===== src/rtl/maze_world_ctrl_if.sv =====
// ---------------------------------------------------------------------------
// maze_world_ctrl_if
//   Command channel between a robot controller and the maze world model.
//   Signals:
//     cmd_valid  controller -> world  command offered
//     cmd_op     controller -> world  00 move, 01 turn left, 10 turn right,
//                                     11 remove barrier ahead
//     cmd_ready  world -> controller  world can accept a command
//     done       world -> controller  one-cycle completion pulse
//     err        world -> controller  command rejected (valid with done)
//   Modports:
//     master  the robot controller
//     slave   the world model
// ---------------------------------------------------------------------------
interface maze_world_ctrl_if;
  logic       cmd_valid;
  logic [1:0] cmd_op;
  logic       cmd_ready;
  logic       done;
  logic       err;

  modport master (
    output cmd_valid,
    output cmd_op,
    input  cmd_ready,
    input  done,
    input  err
  );

  modport slave (
    input  cmd_valid,
    input  cmd_op,
    output cmd_ready,
    output done,
    output err
  );
endinterface


===== src/rtl/maze_world_ctrl.sv =====
// ---------------------------------------------------------------------------
// maze_world_ctrl
//   World model for a robot in a ROWS x COLS maze. Holds the cell map and the
//   robot pose, executes move / turn-left / turn-right / remove-barrier
//   commands arriving over a valid/ready channel, and drives the sensors the
//   robot controller sees.
//
//   Cell codes: WALL=0, PATH=1, B3=2, B6=3, B9=4, BLACK=7 (5 and 6 are
//   passable like PATH). Headings: N=0, W=1, S=2, E=3.
//
//   Ports:
//     clock        rising-edge clock
//     reset        asynchronous, active-high
//     cmd          command channel (slave side): cmd_valid, cmd_op,
//                  cmd_ready, done, err
//     head_out     cell ahead is WALL or off-map
//     left_out     cell to the left is WALL or off-map
//     right_out    cell to the right is WALL or off-map
//     under_out    current cell is BLACK
//     barrier_out  cell ahead is on-map and B3/B6/B9
//     robo_row     current row
//     robo_col     current column
//     robo_dir     current heading
//
//   Flow: IDLE -> (EXEC) -> RESP -> IDLE. Moves and turns update the pose on
//   the accepting edge and respond in the next cycle. A remove with a barrier
//   ahead spends REMOVE_CYCLES cycles in EXEC, downgrades the barrier one
//   level on the last of them and then responds.
// ---------------------------------------------------------------------------
module maze_world_ctrl #(
  parameter int ROWS          = 10,
  parameter int COLS          = 20,
  parameter int START_ROW     = ROWS - 1,
  parameter int START_COL     = 0,
  parameter int REMOVE_CYCLES = 3,
  localparam int ROW_W        = $clog2(ROWS),
  localparam int COL_W        = $clog2(COLS)
) (
  input  logic                 clock,
  input  logic                 reset,
  maze_world_ctrl_if.slave     cmd,
  output logic                 head_out,
  output logic                 left_out,
  output logic                 right_out,
  output logic                 under_out,
  output logic                 barrier_out,
  output logic [ROW_W-1:0]     robo_row,
  output logic [COL_W-1:0]     robo_col,
  output logic [1:0]           robo_dir
);

  localparam int CNT_W = (REMOVE_CYCLES > 1) ? $clog2(REMOVE_CYCLES) : 1;

  localparam logic [2:0] CELL_WALL  = 3'd0;
  localparam logic [2:0] CELL_B3    = 3'd2;
  localparam logic [2:0] CELL_B6    = 3'd3;
  localparam logic [2:0] CELL_B9    = 3'd4;
  localparam logic [2:0] CELL_BLACK = 3'd7;

  typedef enum logic [1:0] {
    OP_MOVE   = 2'd0,
    OP_LEFT   = 2'd1,
    OP_RIGHT  = 2'd2,
    OP_REMOVE = 2'd3
  } op_t;

  typedef enum logic [1:0] {
    ST_IDLE,
    ST_EXEC,
    ST_RESP
  } state_t;

  // A neighbouring cell; on_map=0 means the step would leave the map.
  typedef struct packed {
    logic             on_map;
    logic [ROW_W-1:0] row;
    logic [COL_W-1:0] col;
  } cell_ref_t;

  // Cell one step from (r, c) in heading d. Edges are detected explicitly so
  // no index ever wraps around.
  function automatic cell_ref_t neighbour(input logic [ROW_W-1:0] r,
                                          input logic [COL_W-1:0] c,
                                          input logic [1:0]       d);
    cell_ref_t n;
    n.on_map = 1'b1;
    n.row    = r;
    n.col    = c;
    case (d)
      2'd0: begin
        if (r == '0) n.on_map = 1'b0;
        else         n.row    = r - 1'b1;
      end
      2'd1: begin
        if (c == '0) n.on_map = 1'b0;
        else         n.col    = c - 1'b1;
      end
      2'd2: begin
        if (r == ROW_W'(ROWS - 1)) n.on_map = 1'b0;
        else                       n.row    = r + 1'b1;
      end
      default: begin
        if (c == COL_W'(COLS - 1)) n.on_map = 1'b0;
        else                       n.col    = c + 1'b1;
      end
    endcase
    return n;
  endfunction

  // ---------------------------------------------------------------------
  // State
  // ---------------------------------------------------------------------
  logic [2:0]       cell_map [ROWS][COLS];

  state_t           state_q, state_d;
  logic [ROW_W-1:0] row_q,   row_d;
  logic [COL_W-1:0] col_q,   col_d;
  logic [1:0]       dir_q,   dir_d;
  logic [CNT_W-1:0] cnt_q,   cnt_d;
  logic             err_q,   err_d;

  logic             map_we;
  logic [2:0]       map_wdata;

  // ---------------------------------------------------------------------
  // Sensors: combinational from the registered pose and map
  // ---------------------------------------------------------------------
  cell_ref_t  ahead, left_n, right_n;
  logic [2:0] ahead_code, left_code, right_code, here_code;

  assign ahead   = neighbour(row_q, col_q, dir_q);
  assign left_n  = neighbour(row_q, col_q, dir_q + 2'd1);
  assign right_n = neighbour(row_q, col_q, dir_q - 2'd1);

  // NOTE: every signal written here gets a default first, so no path through
  // the block leaves a value unassigned and no latch is inferred.
  always_comb begin
    ahead_code = CELL_WALL;
    left_code  = CELL_WALL;
    right_code = CELL_WALL;
    if (ahead.on_map)   ahead_code = cell_map[ahead.row][ahead.col];
    if (left_n.on_map)  left_code  = cell_map[left_n.row][left_n.col];
    if (right_n.on_map) right_code = cell_map[right_n.row][right_n.col];
    here_code = cell_map[row_q][col_q];
  end

  // Off-map neighbours already read as WALL, so barrier_out needs no extra
  // on-map qualification.
  assign head_out    = (ahead_code == CELL_WALL);
  assign left_out    = (left_code  == CELL_WALL);
  assign right_out   = (right_code == CELL_WALL);
  assign under_out   = (here_code  == CELL_BLACK);
  assign barrier_out = (ahead_code == CELL_B3) || (ahead_code == CELL_B6) ||
                       (ahead_code == CELL_B9);

  assign robo_row = row_q;
  assign robo_col = col_q;
  assign robo_dir = dir_q;

  assign cmd.cmd_ready = (state_q == ST_IDLE);
  assign cmd.done      = (state_q == ST_RESP);
  assign cmd.err       = (state_q == ST_RESP) && err_q;

  // ---------------------------------------------------------------------
  // Next state. The op only matters at accept: every decision is taken on
  // the accepting edge, and EXEC is entered only by a remove.
  // ---------------------------------------------------------------------
  always_comb begin
    state_d   = state_q;
    row_d     = row_q;
    col_d     = col_q;
    dir_d     = dir_q;
    cnt_d     = cnt_q;
    err_d     = err_q;
    map_we    = 1'b0;
    map_wdata = ahead_code - 3'd1;  // B9->B6->B3->PATH is a plain decrement

    case (state_q)
      ST_IDLE: begin
        if (cmd.cmd_valid) begin
          err_d   = 1'b0;
          state_d = ST_RESP;
          case (op_t'(cmd.cmd_op))
            OP_MOVE: begin
              if (head_out || barrier_out) begin
                err_d = 1'b1;
              end else begin
                row_d = ahead.row;
                col_d = ahead.col;
              end
            end
            OP_LEFT:  dir_d = dir_q + 2'd1;
            OP_RIGHT: dir_d = dir_q - 2'd1;
            default: begin
              if (barrier_out) begin
                state_d = ST_EXEC;
                cnt_d   = '0;
              end else begin
                err_d = 1'b1;
              end
            end
          endcase
        end
      end

      ST_EXEC: begin
        if (cnt_q == CNT_W'(REMOVE_CYCLES - 1)) begin
          map_we  = 1'b1;
          cnt_d   = '0;
          state_d = ST_RESP;
        end else begin
          cnt_d = cnt_q + 1'b1;
        end
      end

      ST_RESP: state_d = ST_IDLE;

      default: state_d = ST_IDLE;
    endcase
  end

  // ---------------------------------------------------------------------
  // Registers
  // ---------------------------------------------------------------------
  // NOTE: clocked state uses non-blocking assignments so every register
  // samples its inputs from before the edge, independent of statement order.
  always_ff @(posedge clock or posedge reset) begin
    if (reset) begin
      state_q <= ST_IDLE;
      row_q   <= ROW_W'(START_ROW);
      col_q   <= COL_W'(START_COL);
      dir_q   <= 2'd0;
      cnt_q   <= '0;
      err_q   <= 1'b0;
    end else begin
      state_q <= state_d;
      row_q   <= row_d;
      col_q   <= col_d;
      dir_q   <= dir_d;
      cnt_q   <= cnt_d;
      err_q   <= err_d;
    end
  end

  // NOTE: the map is deliberately left out of reset: removed barriers must
  // survive a reset, and an unreset array maps onto plain RAM. A reset during
  // EXEC returns the FSM to IDLE at once, so map_we stays low and an aborted
  // remove never writes.
  always_ff @(posedge clock) begin
    if (map_we) cell_map[ahead.row][ahead.col] <= map_wdata;
  end

endmodule


===== src/flat_wrapper.sv =====
// flat-port wrapper written by rule: the top's interface ports become plain ports
module maze_world_ctrl_flat 
#(
  parameter int ROWS          = 10,
  parameter int COLS          = 20,
  parameter int START_ROW     = ROWS - 1,
  parameter int START_COL     = 0,
  parameter int REMOVE_CYCLES = 3,
  localparam int ROW_W        = $clog2(ROWS),
  localparam int COL_W        = $clog2(COLS)
)
  (clock, reset, head_out, left_out, right_out, under_out, barrier_out, robo_row, robo_col, robo_dir, cmd_cmd_valid, cmd_cmd_op, cmd_cmd_ready, cmd_done, cmd_err);
  maze_world_ctrl_if cmd_i ();
  input  logic clock;
  input  logic reset;
  output logic head_out;
  output logic left_out;
  output logic right_out;
  output logic under_out;
  output logic barrier_out;
  output logic [ROW_W-1:0] robo_row;
  output logic [COL_W-1:0] robo_col;
  output logic [1:0] robo_dir;
  input wire logic [$bits(cmd_i.cmd_valid)-1:0] cmd_cmd_valid;
  input wire logic [$bits(cmd_i.cmd_op)-1:0] cmd_cmd_op;
  output wire logic [$bits(cmd_i.cmd_ready)-1:0] cmd_cmd_ready;
  output wire logic [$bits(cmd_i.done)-1:0] cmd_done;
  output wire logic [$bits(cmd_i.err)-1:0] cmd_err;
  assign cmd_i.cmd_valid = cmd_cmd_valid;
  assign cmd_i.cmd_op = cmd_cmd_op;
  assign cmd_cmd_ready = cmd_i.cmd_ready;
  assign cmd_done = cmd_i.done;
  assign cmd_err = cmd_i.err;
  maze_world_ctrl #(.ROWS(ROWS), .COLS(COLS), .START_ROW(START_ROW), .START_COL(START_COL), .REMOVE_CYCLES(REMOVE_CYCLES)) u_core (.clock(clock), .reset(reset), .cmd(cmd_i), .head_out(head_out), .left_out(left_out), .right_out(right_out), .under_out(under_out), .barrier_out(barrier_out), .robo_row(robo_row), .robo_col(robo_col), .robo_dir(robo_dir));
endmodule

===== config.mk =====
export PLATFORM = sky130hd
export DESIGN_NAME = maze_world_ctrl_flat
export DESIGN_NICKNAME = d
export VERILOG_FILES = /design/src/rtl/maze_world_ctrl_if.sv /design/src/rtl/maze_world_ctrl.sv /design/src/flat_wrapper.sv
export SDC_FILE = /design/constraint.sdc
export NUM_CORES = 2
export LEC_CHECK = 0
export CORE_UTILIZATION = 37
export DETAILED_ROUTE_END_ITERATION = 6
export GPL_TIMING_DRIVEN = 0
export PLACE_DENSITY = 0.53
export SLEW_MARGIN = 20
export SYNTH_ARGS = -nofsm -noshare
export SYNTH_HDL_FRONTEND = slang
export SYNTH_SLANG_ARGS = --single-unit

===== constraint.sdc =====
create_clock -name clock -period 41 [get_ports clock]
set_input_delay 8.2 -clock clock [delete_from_list [all_inputs] [get_ports clock]]
set_output_delay 8.2 -clock clock [all_outputs]
set_load 0.02 [all_outputs]

## Word-level counts from Yosys, hierarchy flattened

Memory sizes are Yosys's and may differ from the RTL's.
Index checks and enable logic that the tools add are counted.
Widths: inputs -> output; s select.

- Register bits: 16
- Bits in writable memories: 600
- Input port bits: 5
- Output and inout port bits: 19
- Logic and storage cells: 125
- Memories kept: 1

Memories:

| memory | words | bits a word | read ports | clocked after Yosys merged registers in | write ports | RTL line | RTL |
|---|---|---|---|---|---|---|---|
| u_core.cell_map | 10 | 60 | 4 | 0 | 1 | maze_world_ctrl.sv:113 | `logic [2:0] cell_map [ROWS][COLS];` |

- Add/subtract/negate cells: 8
- $lt $le $gt $ge: 5
- Eq/ne operators: 21
- Multiplexer cells: 52
- Bitwise operators: 5
- Reduce and logical (&&, ||, !) cells: 27

Operators with widths:

| operator | count |
|---|---|
| $bmux 3 s5 | 4 |
| $mux 60 | 1 |
| $mux 3 | 12 |
| $pmux 5 s2 | 3 |
| $ge 6x6->1 const B | 4 |
| $not 5->6 | 4 |
| $pmux 4 s2 | 3 |
| $mux 2 | 8 |
| $demux 3 s5 | 1 |
| $eq 2x2->1 const B | 6 |
| $pmux 2 s2 | 3 |
| $eq 2x1->1 const B | 5 |
| $logic_not 2->1 | 5 |
| $mux 5 | 2 |
| $logic_not 3->1 | 3 |
| $mux 1 | 9 |
| $pmux 1 s3 | 3 |
| $mux 4 | 2 |
| $reduce_and 4->1 | 2 |
| $reduce_or 2->1 | 4 |
| $eq 3x2->1 const B | 2 |
| $eq 3x3->1 const B | 2 |
| $lt 6x1->1 const B | 1 |
| $add 5x1->5 const B | 1 |
| 20 further kinds | 28 |

## Depth between registers and ports, before layout

- Depth in word-level cells: 15
- Gate-level depth with buffers: 26
- Gate-level depth less buffers: 17

## Worst setup path before layout

OpenSTA, ideal clock, no wires.

- Path kind: register to output
- Start: reg u_core.row_q[0], in the netlist u_core.robo_row[0]
- End: out barrier_out
- Arrival time: 7.514 ns
- Data required time: 32.800 ns
- Setup slack: 25.286 ns
- Cell stages (with the launch flop): 22
- Buffers on the path: 7
- Path through: dfstp_2 -> buf_2 -> inv_2 -> clkbuf_1 -> clkbuf_1 -> ha_1 -> or3b_1 -> buf_2 -> nand3b_4 -> and3_1 -> buf_2 -> buf_4 -> buf_4 -> a21oi_1 -> a22oi_1 -> nor2_1 -> or4_4 -> a2111oi_4 -> nand4_2 -> ha_1 -> nor3_1 -> nor2_1

- Word-level cells in the longest chain between the ends: 11
- Elaborated cells between the ends (all ways): 20
- Classes of those cells: 2 x add/sub; 4 x eq/ne; 10 x mux; 3 x reduce/logical; 1 x memory

Ends and longest elaborated chain:

| item | RTL line | RTL |
|---|---|---|
| start, declared | maze_world_ctrl.sv:116 | `logic [ROW_W-1:0] row_q, row_d;` |
| start signal, assigned | maze_world_ctrl.sv:230 | `row_q <= ROW_W'(START_ROW);` |
| start signal, assigned | maze_world_ctrl.sv:237 | `row_q <= row_d;` |
| $add 4x1->4, or another cell as far along | maze_world_ctrl.sv:100 | `else n.row = r + 1'b1;` |
| $mux 4 (on tied branches) | maze_world_ctrl.sv:99, maze_world_ctrl.sv:91 |  |
| $pmux 4 s2 | maze_world_ctrl.sv:89 | `case (d)` |
| $mem_v2 10x60 | -- |  |
| $bmux 3 s5 | maze_world_ctrl.sv:141 | `if (ahead.on_map) ahead_code = cell_map[ahead.row][ahead.col];` |
| $mux 3 (implied by the code) (2 in series) | maze_world_ctrl.sv:141 |  |
| $mux 3 (*) | maze_world_ctrl.sv:141 |  |
| $eq 3x2->1 | maze_world_ctrl.sv:153 | `assign barrier_out = (ahead_code == CELL_B3) \|\| (ahead_code == CELL_B6) \|\|` |
| $logic_or 1x1->1 | maze_world_ctrl.sv:153 |  |
| $logic_or 1x1->1 (*) | maze_world_ctrl.sv:153 |  |
| end, declared | flat_wrapper.sv:20 | `output logic barrier_out;` |

Every way passes the cells marked *; elsewhere a longest branch is shown, timed or not. The select of a mux whose other input is x is not followed.

## Worst setup path in the final report

Ends and elaborated chain as after synthesis.

==> reports/qor.csv <==
stage,metric,value,unit
detailed_routing,1st-iter DRT viols,8172,
yosys,Avg Synthesized Cell Area,10.3,sq um
cts,post-CTS sizing,0,
cts,CTS H-tree depth,3,
grt,gr ovfl total,0,
timing,TNS Setup,0,ps
yosys,top-count cell post-synth,edfxtp_1,
min_path,Tightest Hold Check Type,flip-flop to flip-flop,
detailed_routing,# DRC,0,
final_layout,nets,3621,
die,FP Rows,113,
cts,Hold Buf Count CTS,0,
timing,Worst slew margin,0.0296,
timing,Slew @ Worst Pin,1460,ps
timing,RSZ-0062 raised after global routing,false,
grt,number of global-route vias before repair,33800,
placed_design,PortBufs,23,
yosys,register area share after synthesis,0.518,
final_layout,fillers,9318,
run_status,status,completed,
final_layout,multi-input logic area,0.0159,sq mm
detailed_routing,post-route ant nets,0,
die,I/O pin cnt,24,
die,Total Die Area,0.0973,sq mm
yosys,Post-synth EDFFs,600,
yosys,most frequent cells after synthesis,"edfxtp_1 (600), nand2_1 (455), nor2_1 (283), nor3_1 (177), nand3_1 (172)",
yosys,Yosys Warn Count,0,
cts,CTS tree,yes,
grt,most used routing layer,met2,
die,Die X,312,microns
timing,"Hold Violations, Final",0,
timing,Pins Over Slew Limit,0,
cts,Num CTS Buffers,72,
timing,fmax,51.4,MHz
die,core region area,0.0950,sq mm
setup_path,CP Class,flip-flop to primary output,
yosys,async set or reset register ratio after synthesis,0.0260,
detailed_routing,Pre-antenna DRT Iters,6,
final_layout,area taken by flip-flops and latches,0.0184,sq mm
setup_path,critical path peak fanout,10,
detailed_routing,Post-Route WL,258,mm
grt,largest net degree at the start of global routing,87,
grt,initial antenna violation count,50,
final_layout,synth-to-layout area growth,16.0,%
yosys,"Distinct cells, synth",100,
detailed_routing,DR vias/cell,7.67,
yosys,Synth top area share,0.507,
setup_path,Setup crit end kind,primary output,
run,# Max-Cap Violations,0,
grt,met1 Use GR,0.639,
die,DIE HEIGHT,312,microns
cts,post-CTS setup buffer count,0,
detailed_routing,Vias,38100,
yosys,Post-Syn Nets,3469,
yosys,Synth area leaders,"edfxtp_1 (51%), nand2_1 (4.8%), mux4_2 (3.5%)",
cts,clk root buf,clkbuf_16,
detailed_routing,drt wl/cell,51.9,microns
die,initial core utilization,0.374,
grt,first-pass GRT wire length,331,mm
yosys,Yosys reg bits,616,
final_layout,Post-Layout Cell Count,4965,
cts,Skew-Pair Late Insertion Delay,700,ps
setup_path,Worst EP required,32800,ps
cts,clk slew on worst S/H paths,60,ps
timing,Period minus WS final,19470,ps
grt,global-route usage over all layers,0.520,
timing,Tcrit/Tclk final,0.475,
yosys,"area leader, netlist",edfxtp_1,
timing,setup violators final,0,
placed_design,Post-DP HPWL,188,mm
grt,met2 usage,0.680,
cts,Max clock buf depth,3,
cts,total clock sinks,616,
yosys,Post-Syn Area,0.0355,sq mm
setup_path,"Arr. time, crit path",11270,ps
setup_path,crit path launch type,flip-flop,
yosys,post-synthesis cell count,3442,
final_layout,layout cell share with drive strength beyond 1,0.131,
placed_design,routability cong.,1.13,
placed_design,Placed Cells,4785,
yosys,"Primary FF master, synth",edfxtp_1,
grt,met3 Use GR,0.269,
timing,Worst Clk Skew,33.5,ps
## through the flow
stage / hold WS [ps] / util / setup slack (ps) / instance area, sq um
after floorplan: 458 / - / 25290 / 35500
after global placement: 473 / 0.393 / 8700 / 37400
after detailed placement: 478 / 0.407 / 23350 / 38700
after CTS: 491 / 0.432 / 22640 / 41100
after global routing: 520 / 0.433 / 22060 / 41100
final: 485 / 0.434 / 21530 / 41200
## routing by layer
| layer | vias up | part of all wire | wire length [microns] |
|---|---|---|---|
| met1 | 18900 | 0.36 | 93400 |
| met5 | - | 0.0011 | 288 |
| met4 | 22 | 0.093 | 23900 |
| li1 | 13900 | - | - |
| met2 | 4104 | 0.38 | 98300 |
| met3 | 1162 | 0.16 | 41700 |
## critical path: stages, from the launching register on
cell             delay [ps]
dfstp_2                 390
buf_2                   170
inv_2                   570
clkbuf_1                560
clkbuf_1                670
ha_1                    470
nor4bb_1                440
o21ai_1                 510
nand3_2                 520
buf_4                   340
buf_2                   700
buf_2                   670
buf_2                   650
mux2i_1                 840
a32oi_1                 350
o2111ai_1               230
o21ai_0                 160
nand2_1                 240
o211ai_1                400
and2_1                  330
inv_1                    80
ha_1                    150
nor3_1                   80
nor2_1                  280
clkdlybuf4s50_1         660
## flip-flops by register name, summed over array words and instances (netlist names)
register	count
u_core.robo_col	5
u_core.cnt_q	2
u_core.err_q	1
u_core.state_q	2
u_core.robo_dir	2
u_core.cell_map	600
u_core.robo_row	4
## cell usage in the layout (no fill, tap or decap), types with 28 or more instances in the layout
master and n:
a211oi_1 115, a21oi_1 166, a22oi_1 29, a31oi_1 75, and3_1 28, buf_2 82, clkbuf_1 81, clkbuf_16 73
clkbuf_2 80, diode_2 53, edfxtp_1 600, inv_1 42, mux2i_1 111, mux4_2 56, nand2_1 455, nand3_1 172
nand4_1 88, nor2_1 282, nor3_1 177, nor4_1 110, o211ai_1 69, o21ai_0 143
## final timing paths
kind / from / to / slack (ps) / cells past startpoint
setup / recovery: u_core.robo_row[0]$_DFFE_PP1P_ / barrier_out / 21530 / 24
hold / removal: u_core.err_q$_DFFE_PP0P_ / u_core.err_q$_DFFE_PP0P_ / 480 / 2
setup reg to reg: u_core.robo_row[0]$_DFFE_PP1P_ / u_core.cell_map[6][14]$_DFFE_PP_ / 29670 / 26
hold reg to reg: u_core.err_q$_DFFE_PP0P_ / u_core.err_q$_DFFE_PP0P_ / 480 / 2
max in group asynchronous: reset / u_core.state_q[1]$_DFFE_PP0P_ / 32590 / 2
min in group asynchronous: reset / u_core.robo_dir[0]$_DFFE_PP0P_ / 7930 / 2
## area by class of cell
class | count | share of cell area
antenna | 53 | 0.00322
inverter | 47 | 0.00446
tap | 1265 | 0.0384
clock buffer | 83 | 0.0457
clock inverter | 44 | 0.0115
sequential | 616 | 0.447
timing repair buffer | 78 | 0.0329
multi-input combinational | 2509 | 0.385
buffer | 270 | 0.0322
## cells by family (layout without fill, tap and decap cells)
| group | Yosys count | in the layout | share of synthesized area |
|---|---|---|---|
| fa+ha+maj | 22 | 22 | 0.00775 |
| mux | 188 | 188 | 0.0739 |
| compound gates | 861 | 861 | 0.167 |
| buf+inv | 317 | 522 | 0.0391 |
| simple gates | 1433 | 1433 | 0.192 |
| xor+xnor | 5 | 5 | 0.00123 |
| flops | 616 | 616 | 0.518 |
| other cells | 0 | 53 | 0 |
Power is not shown: default switching activity piles up to over one toggle a cycle in this logic, so the estimate is an artifact.
